**src/rtl/i8255_pkg.sv**
```systemverilog
// Shared types and constants for the i8255 host-bus front end.
package i8255_pkg;

  typedef enum logic [2:0] {
    IDLE,
    READ,
    WRITE,
    COMMIT,
    ERROR
  } bus_state_t;

  localparam logic [1:0] ADDR_PA = 2'b00;
  localparam logic [1:0] ADDR_PB = 2'b01;
  localparam logic [1:0] ADDR_PC = 2'b10;
  localparam logic [1:0] ADDR_CW = 2'b11;

  // Read and write strobes asserted together are an illegal host cycle.
  function automatic logic strobe_conflict(input logic rd, input logic wr);
    return rd & wr;
  endfunction

endpackage

```
**src/rtl/i8255_bus_if_if.sv**
```systemverilog
// Pin-level host bus of the i8255: active-low strobes, address and split data bus.
interface i8255_bus_if_if;
  logic       cs_n;
  logic       rd_n;
  logic       wr_n;
  logic [1:0] a_pin;
  logic [7:0] d_pin_in;
  logic [7:0] d_pin_out;
  logic       d_pin_oe;

  modport master (
    output cs_n, rd_n, wr_n, a_pin, d_pin_in,
    input  d_pin_out, d_pin_oe
  );

  modport slave (
    input  cs_n, rd_n, wr_n, a_pin, d_pin_in,
    output d_pin_out, d_pin_oe
  );
endinterface

```
**src/rtl/i8255_sync.sv**
```systemverilog
// Multi-flop synchroniser with a selectable reset level for asynchronous host pins.
module i8255_sync #(
  parameter int   WIDTH     = 1,
  parameter int   STAGES    = 2,
  parameter logic RESET_VAL = 1'b0
) (
  input  logic             clk,
  input  logic             reset_n,
  input  logic [WIDTH-1:0] d,
  output logic [WIDTH-1:0] q
);

  logic [WIDTH-1:0] chain [STAGES];

  always_ff @(posedge clk or negedge reset_n) begin
    if (!reset_n) begin
      for (int i = 0; i < STAGES; i++) chain[i] <= {WIDTH{RESET_VAL}};
    end else begin
      chain[0] <= d;
      for (int i = 1; i < STAGES; i++) chain[i] <= chain[i-1];
    end
  end

  assign q = chain[STAGES-1];

endmodule

```
**src/rtl/i8255_bus_if.sv**
```systemverilog
// Host-bus front end: synchronises CPU strobes and turns them into clean
// single-cycle core commands, and drives pin read data while a read is open.
module i8255_bus_if
  import i8255_pkg::*;
#(
  parameter int SYNC_STAGES = 2
) (
  input  logic             clk,
  input  logic             reset_n,
  i8255_bus_if_if.slave    bus,
  output logic             core_cs,
  output logic             core_rd,
  output logic             core_wr,
  output logic [1:0]       core_a,
  output logic [7:0]       core_din,
  input  logic [7:0]       core_dout,
  output logic             rd_strobe,
  output logic             bus_err
);

  logic [2:0] strb_q;
  logic [9:0] ad_q;
  logic       s_cs, s_rd, s_wr;
  logic [1:0] s_a;
  logic [7:0] s_d;

  // Strobes idle high through reset so no phantom cycle appears on release.
  i8255_sync #(.WIDTH(3), .STAGES(SYNC_STAGES), .RESET_VAL(1'b1)) u_sync_strb (
    .clk     (clk),
    .reset_n (reset_n),
    .d       ({bus.cs_n, bus.rd_n, bus.wr_n}),
    .q       (strb_q)
  );

  i8255_sync #(.WIDTH(10), .STAGES(SYNC_STAGES), .RESET_VAL(1'b0)) u_sync_ad (
    .clk     (clk),
    .reset_n (reset_n),
    .d       ({bus.a_pin, bus.d_pin_in}),
    .q       (ad_q)
  );

  assign s_cs = ~strb_q[2];
  assign s_rd = ~strb_q[1];
  assign s_wr = ~strb_q[0];
  assign s_a  = ad_q[9:8];
  assign s_d  = ad_q[7:0];

  bus_state_t state_q, state_d;
  logic [7:0] rdata;
  logic [1:0] wa;
  logic [7:0] wd;
  logic [7:0] d_out;
  logic       d_oe;

  always_ff @(posedge clk or negedge reset_n) begin
    if (!reset_n) begin
      state_q <= IDLE;
      rdata   <= '0;
      wa      <= '0;
      wd      <= '0;
    end else begin
      state_q <= state_d;
      if (state_q == IDLE && state_d == READ) rdata <= core_dout;
      // Keep resampling so the last value before the write strobe release wins.
      if (state_q == WRITE) begin
        wa <= s_a;
        wd <= s_d;
      end
    end
  end

  always_comb begin
    state_d   = state_q;
    core_cs   = 1'b0;
    core_rd   = 1'b0;
    core_wr   = 1'b0;
    core_a    = s_a;
    d_oe      = 1'b0;
    d_out     = '0;
    rd_strobe = 1'b0;
    case (state_q)
      IDLE: begin
        if (s_cs) begin
          if (strobe_conflict(s_rd, s_wr)) state_d = ERROR;
          else if (s_rd)                   state_d = READ;
          else if (s_wr)                   state_d = WRITE;
        end
      end
      READ: begin
        core_cs = 1'b1;
        core_rd = 1'b1;
        d_oe    = 1'b1;
        d_out   = rdata;
        if (s_wr) begin
          state_d = ERROR;
        end else if (!s_rd || !s_cs) begin
          state_d   = IDLE;
          rd_strobe = 1'b1;
        end
      end
      WRITE: begin
        core_a = wa;
        if (s_rd)       state_d = ERROR;
        else if (!s_cs) state_d = IDLE;
        else if (!s_wr) state_d = COMMIT;
      end
      COMMIT: begin
        core_cs = 1'b1;
        core_wr = 1'b1;
        core_a  = wa;
        state_d = IDLE;
      end
      ERROR: begin
        if (!s_rd && !s_wr) state_d = IDLE;
      end
      default: state_d = IDLE;
    endcase
  end

  assign bus_err       = (state_d == ERROR) && (state_q != ERROR);
  assign core_din      = wd;
  assign bus.d_pin_out = d_out;
  assign bus.d_pin_oe  = d_oe;

endmodule

```
**src/flat_wrapper.sv**
```systemverilog
// flat-port wrapper written by rule: the top's interface ports become plain ports
module i8255_bus_if_flat import i8255_pkg::*;
#(
  parameter int SYNC_STAGES = 2
)
  (clk, reset_n, core_cs, core_rd, core_wr, core_a, core_din, core_dout, rd_strobe, bus_err, bus_cs_n, bus_rd_n, bus_wr_n, bus_a_pin, bus_d_pin_in, bus_d_pin_out, bus_d_pin_oe);
  i8255_bus_if_if bus_i ();
  input  logic clk;
  input  logic reset_n;
  output logic core_cs;
  output logic core_rd;
  output logic core_wr;
  output logic [1:0] core_a;
  output logic [7:0] core_din;
  input  logic [7:0] core_dout;
  output logic rd_strobe;
  output logic bus_err;
  input wire logic [$bits(bus_i.cs_n)-1:0] bus_cs_n;
  input wire logic [$bits(bus_i.rd_n)-1:0] bus_rd_n;
  input wire logic [$bits(bus_i.wr_n)-1:0] bus_wr_n;
  input wire logic [$bits(bus_i.a_pin)-1:0] bus_a_pin;
  input wire logic [$bits(bus_i.d_pin_in)-1:0] bus_d_pin_in;
  output wire logic [$bits(bus_i.d_pin_out)-1:0] bus_d_pin_out;
  output wire logic [$bits(bus_i.d_pin_oe)-1:0] bus_d_pin_oe;
  assign bus_i.cs_n = bus_cs_n;
  assign bus_i.rd_n = bus_rd_n;
  assign bus_i.wr_n = bus_wr_n;
  assign bus_i.a_pin = bus_a_pin;
  assign bus_i.d_pin_in = bus_d_pin_in;
  assign bus_d_pin_out = bus_i.d_pin_out;
  assign bus_d_pin_oe = bus_i.d_pin_oe;
  i8255_bus_if #(.SYNC_STAGES(SYNC_STAGES)) u_core (.clk(clk), .reset_n(reset_n), .bus(bus_i), .core_cs(core_cs), .core_rd(core_rd), .core_wr(core_wr), .core_a(core_a), .core_din(core_din), .core_dout(core_dout), .rd_strobe(rd_strobe), .bus_err(bus_err));
endmodule
```
**config.mk**
```make
export PLATFORM = sky130hd
export DESIGN_NAME = i8255_bus_if_flat
export DESIGN_NICKNAME = d
export VERILOG_FILES = /design/src/rtl/i8255_pkg.sv /design/src/rtl/i8255_bus_if_if.sv /design/src/rtl/i8255_sync.sv /design/src/rtl/i8255_bus_if.sv /design/src/flat_wrapper.sv
export SDC_FILE = /design/constraint.sdc
export NUM_CORES = 1
export LEC_CHECK = 0
export ABC_AREA = 0
export BUFFER_PORTS_ARGS = -buffer_cell sky130_fd_sc_hd__buf_2
export CORE_AREA = 2 2 67 63
export CTS_BUF_LIST = sky130_fd_sc_hd__clkbuf_4 sky130_fd_sc_hd__clkbuf_8
export DETAILED_ROUTE_END_ITERATION = 6
export DIE_AREA = 0 0 69 65
export PLACE_DENSITY = 0.77
export RECOVER_POWER = 100
export REMOVE_ABC_BUFFERS = 1
export SYNTH_ARGS = -nofsm -noshare
export SYNTH_HDL_FRONTEND = slang
export SYNTH_HIERARCHICAL = 1
export SYNTH_SLANG_ARGS = --single-unit
```
**constraint.sdc**
```tcl
create_clock -name clk -period 1.6 [get_ports clk]
set_clock_uncertainty 0.2 [all_clocks]
set_input_delay 0.08 -clock clk [delete_from_list [all_inputs] [get_ports clk]]
set_output_delay 0.08 -clock clk [all_outputs]
set_load 0.005 [all_outputs]
```
### After elaboration in Yosys (flattened, before gate mapping)

Index checks and enable logic that the tools add are counted.

* register bits: 47
* bits in latches: 0
* memory bits (writable): 0
* ROM bits: 0
* bits of input ports: 23
* output and inout bits: 24
* logic and storage cells: 44
* memories kept: 0

* add/subtract/negate cells: 0
* multipliers: 0
* div/mod/pow operators: 0
* order comparisons: 0
* equality and inequality tests: 7
* shifts and indexed selects: 0
* mux-type cells: 19
* bitwise gates (word level): 3
* reduce and logical (&&, ||, !) cells: 7

Operators with widths (number)
* $mux W3: 10
* $pmux W3 S4: 1
* $mux W8: 1
* $eq A3 B1 Y1 const B: 2
* $eq A3 B2 Y1 const B: 2
* $eq A3 B3 Y1 const B: 2
* $mux W1: 6
* $reduce_or A2 Y1: 2
* $logic_and A1 B1 Y1: 3
* $logic_not A3 Y1: 1
* $ne A3 B3 Y1 const B: 1
* $mux W2: 1
* $not A1 Y1: 2
* $and A1 B1 Y1: 1
* $logic_or A1 B1 Y1: 1

### Logic depth before layout (Yosys ltp)

Gate-level depths: netlist of the first run.

* depth after elaboration: 7
* depth in mapped cells: 4
* gate-level depth less buffers: 3

### Hierarchy

Netlist of the first run, hierarchy kept.

By module, submodules not included
* i8255_bus_if: instances 1, cells an instance 80, area an instance 1047.3 um^2, seq. area each 525.5 um^2
* i8255_sync (u_core.u_sync_ad): instances 1, cells an instance 30, area an instance 575.6 um^2, seq. area each 500.5 um^2
* i8255_sync (u_core.u_sync_strb): instances 1, cells an instance 9, area an instance 180.2 um^2, seq. area each 157.7 um^2

### Worst setup path after synthesis of the first run

No wires, ideal clock.

* kind: register -> register
* start point: reg u_core.state_q[0]
* end point: reg u_core.wd[0] (netlist: u_core/core_din[0])
* library setup time: 0.125 ns
* data arrival time: 1.206 ns
* required time: 1.275 ns
* setup slack: 0.069 ns
* cell stages (with the launch flop): 5
* buffers on the path: 1
* period minus slack after synthesis: 1.531 ns
* cell sequence: dfrtp_1 -> nor2_2 -> and2_4 -> buf_8 -> mux2_4

* cells in the longest elaborated chain, start to end: 1

RTL lines
* start, declared: line i8255_bus_if.sv:48 `bus_state_t state_q, state_d;`
* start signal, assigned: line i8255_bus_if.sv:62 `state_q <= state_d;`
* $eq A3 B2 Y1: line i8255_bus_if.sv:65 `if (state_q == WRITE) begin`
* end signal, assigned: line i8255_bus_if.sv:60 `wd <= '0;`
* end signal, assigned: line i8255_bus_if.sv:67 `wd <= s_d;`
* end, declared: line i8255_bus_if.sv:51 `logic [7:0] wd;`

No other way between the ends.
A chain may end at the register's enable or synchronous reset.

### Worst setup path after layout of the first run

* start point: reg u_core.state_q[0]
* end point: out rd_strobe

* cells in the longest elaborated chain, start to end: 2

RTL lines
* $eq A3 B1 Y1: line i8255_bus_if.sv:81 `case (state_q)`
* $mux W1: line i8255_bus_if.sv:81
* end, declared: line flat_wrapper.sv:16 `output logic rd_strobe;`

No other way between the ends.

==> results.sh, run 1 <==
export IMPL_status="finished with violations"
export IMPL_violations="setup timing"
export IMPL_worstPathRequired_ps=1320
export IMPL_worst_slack_ps=-132
export IMPL_area_growth_pct=37.9
export IMPL_tightest_slew_ps=606
export IMPL_vias=1157
export IMPL_wire_per_inst_um=14.8
export IMPL_grt_overflow=0
export IMPL_r2r_slack_ps=0
export IMPL_final_cells=239
export IMPL_portBuffers=46
export IMPL_ys_ff_latch=47
export IMPL_layout_drive_gt1_share=0.560
export IMPL_place_hpwl_mm=2.08
export IMPL_path_clk_slew_ps=100
export IMPL_synth_area_sq_mm=0.00180
export IMPL_finalCritPeriodShare=1.08
export IMPL_n_antenna_cell=0
export IMPL_synthAdderAreaFrac=0
export IMPL_drt_total_wl_mm=3.53
export IMPL_fmax_mhz=577
export IMPL_reg2reg_depth=5
export IMPL_rows=22
export IMPL_final_setup_tns_ps=-1460
export IMPL_p_per_area_mw_per_mm2=1230
export IMPL_boundaryPins=47
export IMPL_crit_path_start="u_core/state_q[0]"
export IMPL_crit_fanout=5
export IMPL_syn_inst=119
export IMPL_fillers=276
export IMPL_routabilityCongestion=0.756
export IMPL_die_width_um=69
export IMPL_slew_violations=0
export IMPL_irDropWorstVdd_mv=0.917
export IMPL_grt_max_degree=48
export IMPL_max_slew_margin=0.596
export IMPL_period_minus_slack_ps=1730
export IMPL_critPathLaunchType="flop"
export IMPL_muxShareOfSynthArea=0.146
export IMPL_drc_errors=0
export IMPL_final_setup_viol_count=14
export IMPL_die_h_um=65
export IMPL_track_usage=0.163
export IMPL_fin_nets=213
export IMPL_die_area_sq_mm=0.00449
export IMPL_hold_viol_final=0
export IMPL_grt_first_pass_wirelength_mm=5.70
export IMPL_placed_cells=200
export IMPL_ys_warn_count=6
export IMPL_dr_pass1_iters=4
export IMPL_cts_sinks=47
export IMPL_r2r_end="u_core/rdata[0]"
export IMPL_crit_type="flop to primary output"
export IMPL_synthSimpleGateAreaFrac=0.0999
export IMPL_antenna_found_initial=0
export IMPL_grt_pass1_vias=1232
export IMPL_cts_buffers=5
export IMPL_cts_root_buf="clkbuf_8"
export IMPL_r2r_start="u_core/state_q[0]"
export IMPL_synth_top_family_by_area="multiplexers"
export IMPL_yosysUniqueCellTypes=26
export IMPL_h_tree_depth=2
export IMPL_core_sq_mm=0.00385
export IMPL_rsz0062_at_grt="true"
export IMPL_avgSynthCellArea_sq_um=15.2
export IMPL_cts_buffer_depth=2
export IMPL_tritoncts="yes"
export IMPL_drt_initial_drc_count=32
export IMPL_cp_end_kind="primary output"
export IMPL_synth_compound_area_frac=0.0201
export IMPL_postRouteAntennaNets=0
export IMPL_p_leak_uw=0.00118
export IMPL_insertion_delay_ps=300
export IMPL_initial_core_util=0.468
export IMPL_holdCritPathClass="flop to flop"
export IMPL_pre_cts_ws_ps=42.5
export IMPL_synth_xor_area_frac=0
export IMPL_maxCapViolCount=0
export IMPL_crit_path_end="rd_strobe"
export IMPL_via_per_inst=4.84
export IMPL_arrival_ps=1450
export IMPL_yosysSeqAreaShare=0.656
final cells by class:
cell class                 count  area, sq um  area share
clock buffer                   5         68.8      0.0277
clock inverter                 3         27.5      0.0111
inverter                       1         3.75     0.00151
multi-input combinational     56          547       0.220
sequential                    47         1190       0.477
tap                           48         60.1      0.0242
timing repair buffer          79          593       0.239
power breakdown:
group          total, uW  internal [uW]  switching, uW
combinational        718            469            249
sequential          1590           1440            146
clock                746            324            422
total               3050           2240            818
worst min path at each step:
stage                                           from                          to  slack (ps)  cells past startpoint
after floorplan                              reset_n          u_core/core_din[0]        -420                      0
after global placement                       reset_n       u_core/u_sync_ad/q[1]         -20                      2
after detailed placement             bus_d_pin_in[5]  u_core/u_sync_ad/chain[15]         -10                      1
after CTS                 u_core/u_sync_ad/chain[13]       u_core/u_sync_ad/q[3]         160                      0
after global routing      u_core/u_sync_ad/chain[12]       u_core/u_sync_ad/q[2]         160                      0
final                     u_core/u_sync_ad/chain[12]       u_core/u_sync_ad/q[2]         150                      0
state kept, by name (all words and copies together), names as in the netlist:
register	cells
u_core/u_sync_strb/chain	3
u_core/state_q	3
u_core/u_sync_ad/chain	10
u_core/core_din	8
u_core/wa	2
u_core/rdata	8
u_core/u_sync_strb/q	3
u_core/u_sync_ad/q	10
cell usage after synthesis, drive strengths merged:
cell    number  area (sq um)
o31ai        1          7.51
and2b        3          22.5
nor4b        1          8.76
and2        10          65.1
o21ai        2          10.0
nand2b       1          6.26
dfrtp       41          1030
nor3         1          5.00
and3         1          6.26
dfstp        6           158
a21oi        2          10.0
inv          1          3.75
and3b        1          8.76
nand2        2          7.51
buf         17           136
a32oi        1          8.76
nand3        1          17.5
mux2        20           263
nor2         6          25.0
nand3b       1          7.51
stage by stage:
| step | cell area [sq um] | hold slack, ps | total power [uW] | util |
|---|---|---|---|---|
| after floorplan | 1670 | -416 | 1910 | - |
| after global placement | 1990 | -24.4 | 2130 | 0.516 |
| after detailed placement | 1990 | -10.3 | 2190 | 0.516 |
| after CTS | 2410 | 155 | 3030 | 0.626 |
| after global routing | 2490 | 160 | 3200 | 0.645 |
| final | 2490 | 154 | 3050 | 0.645 |
cells by family after synthesis:
| family | count (synthesis) |
|---|---|
| AOI/OAI and AO/OA | 6 |
| buffers and inverters | 18 |
| DFF | 47 |
| muxes | 20 |
| and+or+nand+nor | 28 |
layout by cell type, fill, tap and decap left out, types with 2 or more instances in the layout:
cell type,netlist,final
and2_1,9,3
and2b_2,0,3
nor2_4,0,2
buf_4,14,6
clkbuf_1,0,4
nor2_1,5,3
clkbuf_8,0,5
dfrtp_1,41,39
mux2_2,10,9
dfrtp_2,0,2
and2_4,1,8
dlygate4sd3_1,0,22
mux2_4,10,11
buf_6,1,12
buf_2,1,33
dfstp_2,6,6
worst max-delay path, stage by stage, from the launching register on:
cell     delay [ps]
dfrtp_2         410
and2b_2         210
and2b_2         230
and3b_1         170
buf_2           130
metal layers:
metal,track usage,up-vias,part of all wire
met5,0,-,0
met4,0.0588,0,0.017
met3,0.0513,8,0.056
met2,0.258,45,0.51
met1,0.213,584,0.41
li1,-,520,-
timing repair:
item / 4_1_cts / 5_1_grt
gates resized for setup: 15 / 20
gates cloned: 1 / 1
hold endpoints to repair: 62 / 0
pin swaps: 6 / 4
endpoints found under the setup margin: 14 / 32
setup buffers: 8 / 0
hold buffers: 22 / 0
Note: power is estimated with default switching activity, not from simulation.
==> run 2: changes to the inputs <==
--- a/config.mk
+++ b/config.mk
@@ -7,11 +7,11 @@
 export LEC_CHECK = 0
 export ABC_AREA = 0
 export BUFFER_PORTS_ARGS = -buffer_cell sky130_fd_sc_hd__buf_2
-export CORE_AREA = 2 2 67 63
+export CORE_AREA = 2 2 85 79
 export CTS_BUF_LIST = sky130_fd_sc_hd__clkbuf_4 sky130_fd_sc_hd__clkbuf_8
 export DETAILED_ROUTE_END_ITERATION = 6
-export DIE_AREA = 0 0 69 65
-export PLACE_DENSITY = 0.77
+export DIE_AREA = 0 0 87 81
+export PLACE_DENSITY = 0.52
 export RECOVER_POWER = 100
 export REMOVE_ABC_BUFFERS = 1
 export SYNTH_ARGS = -nofsm -noshare
==> run 2 against run 1 <==
The run still ends with setup timing left. Global-route usage down 5.9 points. Count of clock-buffer cells in the layout grew 1. Cell count rose by 11%. Largest cell class unchanged. Routed wire length shrank 4.0%. Register-to-register slack got worse by 20 ps. Core utilization shrank 24 points.
==> results.sh, run 2 (same netlist as run 1, synthesis figures left out) <==
export IMPL_status="finished with violations"
export IMPL_violations="setup timing"
export IMPL_cp_end_kind="primary output"
export IMPL_arrival_ps=1450
export IMPL_grt_pass1_vias=1152
export IMPL_grt_overflow=0
export IMPL_rsz0062_at_grt="true"
export IMPL_wire_per_inst_um=12.8
export IMPL_place_hpwl_mm=2.21
export IMPL_p_per_area_mw_per_mm2=1190
export IMPL_critPathLaunchType="flop"
export IMPL_most_common_layout_cells="dfrtp_1, buf_2, dlygate4sd3_1, buf_6, and2_4"
export IMPL_rows=28
export IMPL_fillers=599
export IMPL_period_minus_slack_ps=1730
export IMPL_crit_path_end="bus_d_pin_out[5]"
export IMPL_grt_first_pass_wirelength_mm=5.50
export IMPL_h_tree_depth=2
export IMPL_n_antenna_cell=0
export IMPL_cts_buffer_depth=2
export IMPL_track_usage=0.104
export IMPL_irDropWorstVdd_mv=0.476
export IMPL_crit_fanout=6
export IMPL_r2r_slack_ps=-20
export IMPL_cts_root_buf="clkbuf_8"
export IMPL_worstPathRequired_ps=1320
export IMPL_boundaryPins=47
export IMPL_cts_sinks=47
export IMPL_fin_nets=213
export IMPL_final_setup_viol_count=25
export IMPL_via_per_inst=4.09
export IMPL_total_power_uw=2990
export IMPL_insertion_delay_ps=290
export IMPL_fmax_mhz=576
export IMPL_finalCritPeriodShare=1.08
export IMPL_die_area_sq_mm=0.00705
export IMPL_maxCapViolCount=0
export IMPL_mostFrequentLayoutCell="dfrtp_1"
export IMPL_holdCritPathClass="flop to flop"
export IMPL_crit_type="flop to primary output"
export IMPL_initial_core_util=0.288
export IMPL_worst_slack_ps=-135
export IMPL_grt_max_degree=48
export IMPL_cts_buffers=5
export IMPL_max_slew_margin=0.587
export IMPL_area_growth_pct=39.8
export IMPL_crit_path_start="u_core/state_q[2]"
export IMPL_drc_errors=0
export IMPL_portBuffers=46
export IMPL_hold_viol_final=0
export IMPL_reg2reg_depth=5
export IMPL_final_setup_tns_ps=-1550
export IMPL_drt_initial_drc_count=68
export IMPL_slew_violations=0
export IMPL_routabilityCongestion=0.688
export IMPL_core_sq_mm=0.00627
export IMPL_vias=1089
export IMPL_drt_total_wl_mm=3.39
export IMPL_tritoncts="yes"
export IMPL_layout_drive_gt1_share=0.545
export IMPL_p_leak_uw=0.00117
export IMPL_path_clk_slew_ps=90
export IMPL_die_width_um=87
export IMPL_antenna_found_initial=0
export IMPL_hold_start="u_core/u_sync_ad/chain[14]"
export IMPL_postRouteAntennaNets=0
export IMPL_tightest_slew_ps=619
export IMPL_die_h_um=81
export IMPL_r2r_end="u_core/rdata[1]"
export IMPL_r2r_start="u_core/state_q[0]"
export IMPL_dr_pass1_iters=4
[run 2: changes by cell type in the layout (fill, tap and decap cells not counted), sizes merged]
cell	delta
and2b	-1
buf	+1
clkbuf	+1
inv	-1
[run 2: stage by stage]
step / instances / cell area (sq um) / hold WS (ps) / setup WS [ps] / util
final: 266 / 2520 / 154 / -135 / 0.402
after global routing: 266 / 2520 / 160 / -203 / 0.402
after detailed placement: 229 / 2050 / -115 / 22.7 / 0.327
after CTS: 263 / 2450 / 91.6 / -142 / 0.391
after global placement: 229 / 2050 / -128 / 92.8 / 0.327
after floorplan: 102 / 1670 / -416 / 95.9 / -
[run 2: final cells by class]
type	instances	area [sq um]	area share
repair buffers	80	623	0.247
flip-flops and latches	47	1180	0.470
clock inverters	2	16.3	0.00645
inverters	1	3.75	0.00149
well taps	75	93.8	0.0372
multi-input cells	55	522	0.207
clock buffers	6	76.3	0.0303
[run 2: timing repair]
action,4_1_cts,5_1_grt
pin swaps,11,3
setup endpoints to repair,15,32
cloned,0,1
endpoints found under the hold margin,68,0
hold buffers,22,0
resized for setup,16,17
buffers inserted,5,2
[run 2: report_power, final]
part           switching (uW)  internal (uW)  leakage (uW)  total, uW
sequential                133           1440      0.000548       1580
combinational             236            453      0.000580        688
clock                     393            331     0.0000452        724
[run 2: how the worst min path moves through the flow]
stage | endpoint | cells past startpoint
after floorplan | u_core/core_din[0] | 0
after global placement | u_core/u_sync_ad/chain[11] | 2
after detailed placement | u_core/u_sync_ad/chain[15] | 2
after CTS | u_core/u_sync_ad/chain[15] | 3
after global routing | u_core/u_sync_ad/q[9] | 0
final | u_core/u_sync_ad/q[4] | 0
[run 2: critical path: stages (launching register included)]
cell and delay (ps):
dfrtp_1 360, and2b_1 200, and2b_2 230, buf_6 140
and2_4 130, buf_6 100
[run 2: per-layer routing]
layer  wire length [um]  up-vias  global-route usage
li1                   -      519                   -
met2               1740       27               0.169
met5                  0        -                   0
met3                117        7              0.0264
met1               1450      536               0.123
met4                 87        0              0.0641
==> run 3: changes to the inputs <==
--- a/config.mk
+++ b/config.mk
@@ -14,6 +14,7 @@
 export PLACE_DENSITY = 0.52
 export RECOVER_POWER = 100
 export REMOVE_ABC_BUFFERS = 1
+export SETUP_SLACK_MARGIN = 0.3
 export SYNTH_ARGS = -nofsm -noshare
 export SYNTH_HDL_FRONTEND = slang
 export SYNTH_HIERARCHICAL = 1
==> run 3 against run 2 <==
Global-route usage rose by 0.087 points. Via count grew 2.2%. Flip-flop and latch count is the same. Sequential share of layout area shrank 1.6 points. Sequential power barely moved. Critical endpoint is now u_core/core_din[1]. Cell area rose by 3.5%. The flow still finishes with violations (setup timing). Clock power about the same. Register-to-register slack worse by 120 ps.
==> results.sh, run 3 (same netlist as run 1, synthesis figures left out) <==
export IMPL_status="finished with violations"
export IMPL_violations="setup timing"
export IMPL_slowest_delay_ps=390
export IMPL_insertion_delay_ps=290
export IMPL_crit_cells=5
export IMPL_h_tree_depth=2
export IMPL_tightest_slew_ps=610
export IMPL_mostFrequentLayoutCell="dfrtp_1"
export IMPL_worstPathRequired_ps=1590
export IMPL_grt_pass1_vias=1196
export IMPL_hold_start="u_core/u_sync_ad/chain[14]"
export IMPL_crit_type="flop to flop"
export IMPL_arrival_ps=1730
export IMPL_drt_total_wl_mm=3.47
export IMPL_most_common_layout_cells="dfrtp_1, buf_2, dlygate4sd3_1, buf_6, mux2_4"
export IMPL_total_power_uw=3050
export IMPL_worst_slack_ps=-144
export IMPL_finish_utilization=0.416
export IMPL_drt_initial_drc_count=79
export IMPL_critPathBufInv=2
export IMPL_tritoncts="yes"
export IMPL_min_to="u_core/u_sync_ad/q[4]"
export IMPL_via_per_inst=4.11
export IMPL_finalCritPeriodShare=1.09
export IMPL_crit_family="simple AND/OR/NAND/NOR gates"
export IMPL_track_usage=0.105
export IMPL_cts_buffer_depth=2
export IMPL_place_hpwl_mm=2.21
export IMPL_die_h_um=81
export IMPL_irDropWorstVdd_mv=0.476
export IMPL_p_leak_uw=0.00124
export IMPL_dpl_cell_area_sq_mm=0.00205
export IMPL_fillers=584
export IMPL_max_slew_margin=0.593
export IMPL_boundaryPins=47
export IMPL_hold_viol_final=0
export IMPL_p_per_area_mw_per_mm2=1170
export IMPL_seqCellArea_sq_mm=0.00118
export IMPL_n_antenna_cell=0
export IMPL_cts_root_buf="clkbuf_8"
export IMPL_cp_end_kind="flop"
export IMPL_grt_first_pass_wirelength_mm=5.58
export IMPL_critPathLaunchType="flop"
export IMPL_postRouteAntennaNets=0
export IMPL_portBuffers=46
export IMPL_r2r_slack_ps=-140
export IMPL_multiInputGateArea_sq_um=554
export IMPL_fmax_mhz=573
export IMPL_cpMostUsedCell="buf_4"
export IMPL_final_setup_viol_count=33
export IMPL_cts_buffers=5
export IMPL_hold_depth=0
export IMPL_die_area_sq_mm=0.00705
export IMPL_wire_per_inst_um=12.8
export IMPL_crit_fanout=5
export IMPL_antenna_found_initial=0
export IMPL_whs_ps=154
export IMPL_path_cells="buf_4, nor2_1, buf_4, and2_4, mux2_4"
export IMPL_path_clk_slew_ps=90
export IMPL_fin_nets=218
export IMPL_initial_core_util=0.288
export IMPL_grt_overflow=0
export IMPL_maxCapViolCount=0
export IMPL_routabilityCongestion=0.688
export IMPL_dr_pass1_iters=4
export IMPL_r2r_end="u_core/core_din[1]"
export IMPL_worst_path_max_delay_cell="dfrtp_1"
export IMPL_area_growth_pct=44.6
export IMPL_rsz0062_at_grt="true"
export IMPL_rows=28
export IMPL_die_width_um=87
export IMPL_holdCritPathClass="flop to flop"
export IMPL_fin_area_sq_mm=0.00261
export IMPL_reg2reg_depth=5
export IMPL_period_minus_slack_ps=1740
export IMPL_core_sq_mm=0.00627
export IMPL_vias=1113
export IMPL_r2r_start="u_core/state_q[2]"
export IMPL_grt_max_degree=48
export IMPL_cts_sinks=47
export IMPL_layout_drive_gt1_share=0.566
export IMPL_drc_errors=0
export IMPL_slew_violations=0
run 3: worst max path at each step:
stage	endpoint	slack, ps	from
4_1_cts	bus_d_pin_out[0]	-140	u_core/state_q[2]
5_1_grt	bus_d_pin_out[0]	-200	u_core/state_q[2]
3_5_place_dp	u_core/rdata[1]	20	u_core/state_q[1]
3_3_place_gp	u_core/rdata[5]	90	u_core/state_q[1]
2_1_floorplan	u_core/core_din[0]	100	u_core/state_q[0]
6_report	u_core/core_din[1]	-140	u_core/state_q[2]
run 3: routing by layer:
layer  vias up  global-route usage  routed length [um]  part of all wire
met5         -                   0                   0                 0
met4         0              0.0672                 100             0.029
met1       549               0.125                1480              0.43
met2        27               0.168                1770              0.51
li1        528                   -                   -                 -
met3         9              0.0274                 121             0.035
run 3: cell type report:
type                       instances  share of cell area
clock buffer                       6              0.0293
clock inverter                     2             0.00624
sequential                        47               0.454
multi-input combinational         55               0.213
tap                               75              0.0360
inverter                           1             0.00144
timing repair buffer              85               0.260
run 3: worst register-to-register path, stage by stage, from the launching register on:
cell and delay (ps):
dfrtp_1 390, buf_4 150, nor2_1 230, buf_4 170
and2_4 190, mux2_4 310
run 3: timing repair:
action / in CTS / in global routing
gates cloned: 0 / 1
endpoints found under the setup margin: 36 / 36
resized for setup: 27 / 19
pin swaps: 12 / 3
buffers inserted: 7 / 4
endpoints found under the hold margin: 68 / 0
hold buffers: 22 / 0
run 3: power by group:
group	switching (uW)	internal (uW)	total (uW)
clock network	395	331	725
registers	136	1440	1580
logic	245	504	749
total	776	2280	3050
run 3: through the flow:
step / std cells / setup TNS (ps) / setup slack, ps
after floorplan: 102 / 0 / 95.9
after global placement: 229 / 0 / 92.8
after detailed placement: 229 / 0 / 22.7
after CTS: 266 / -1620 / -142
after global routing: 271 / -5560 / -203
final: 271 / -3550 / -144
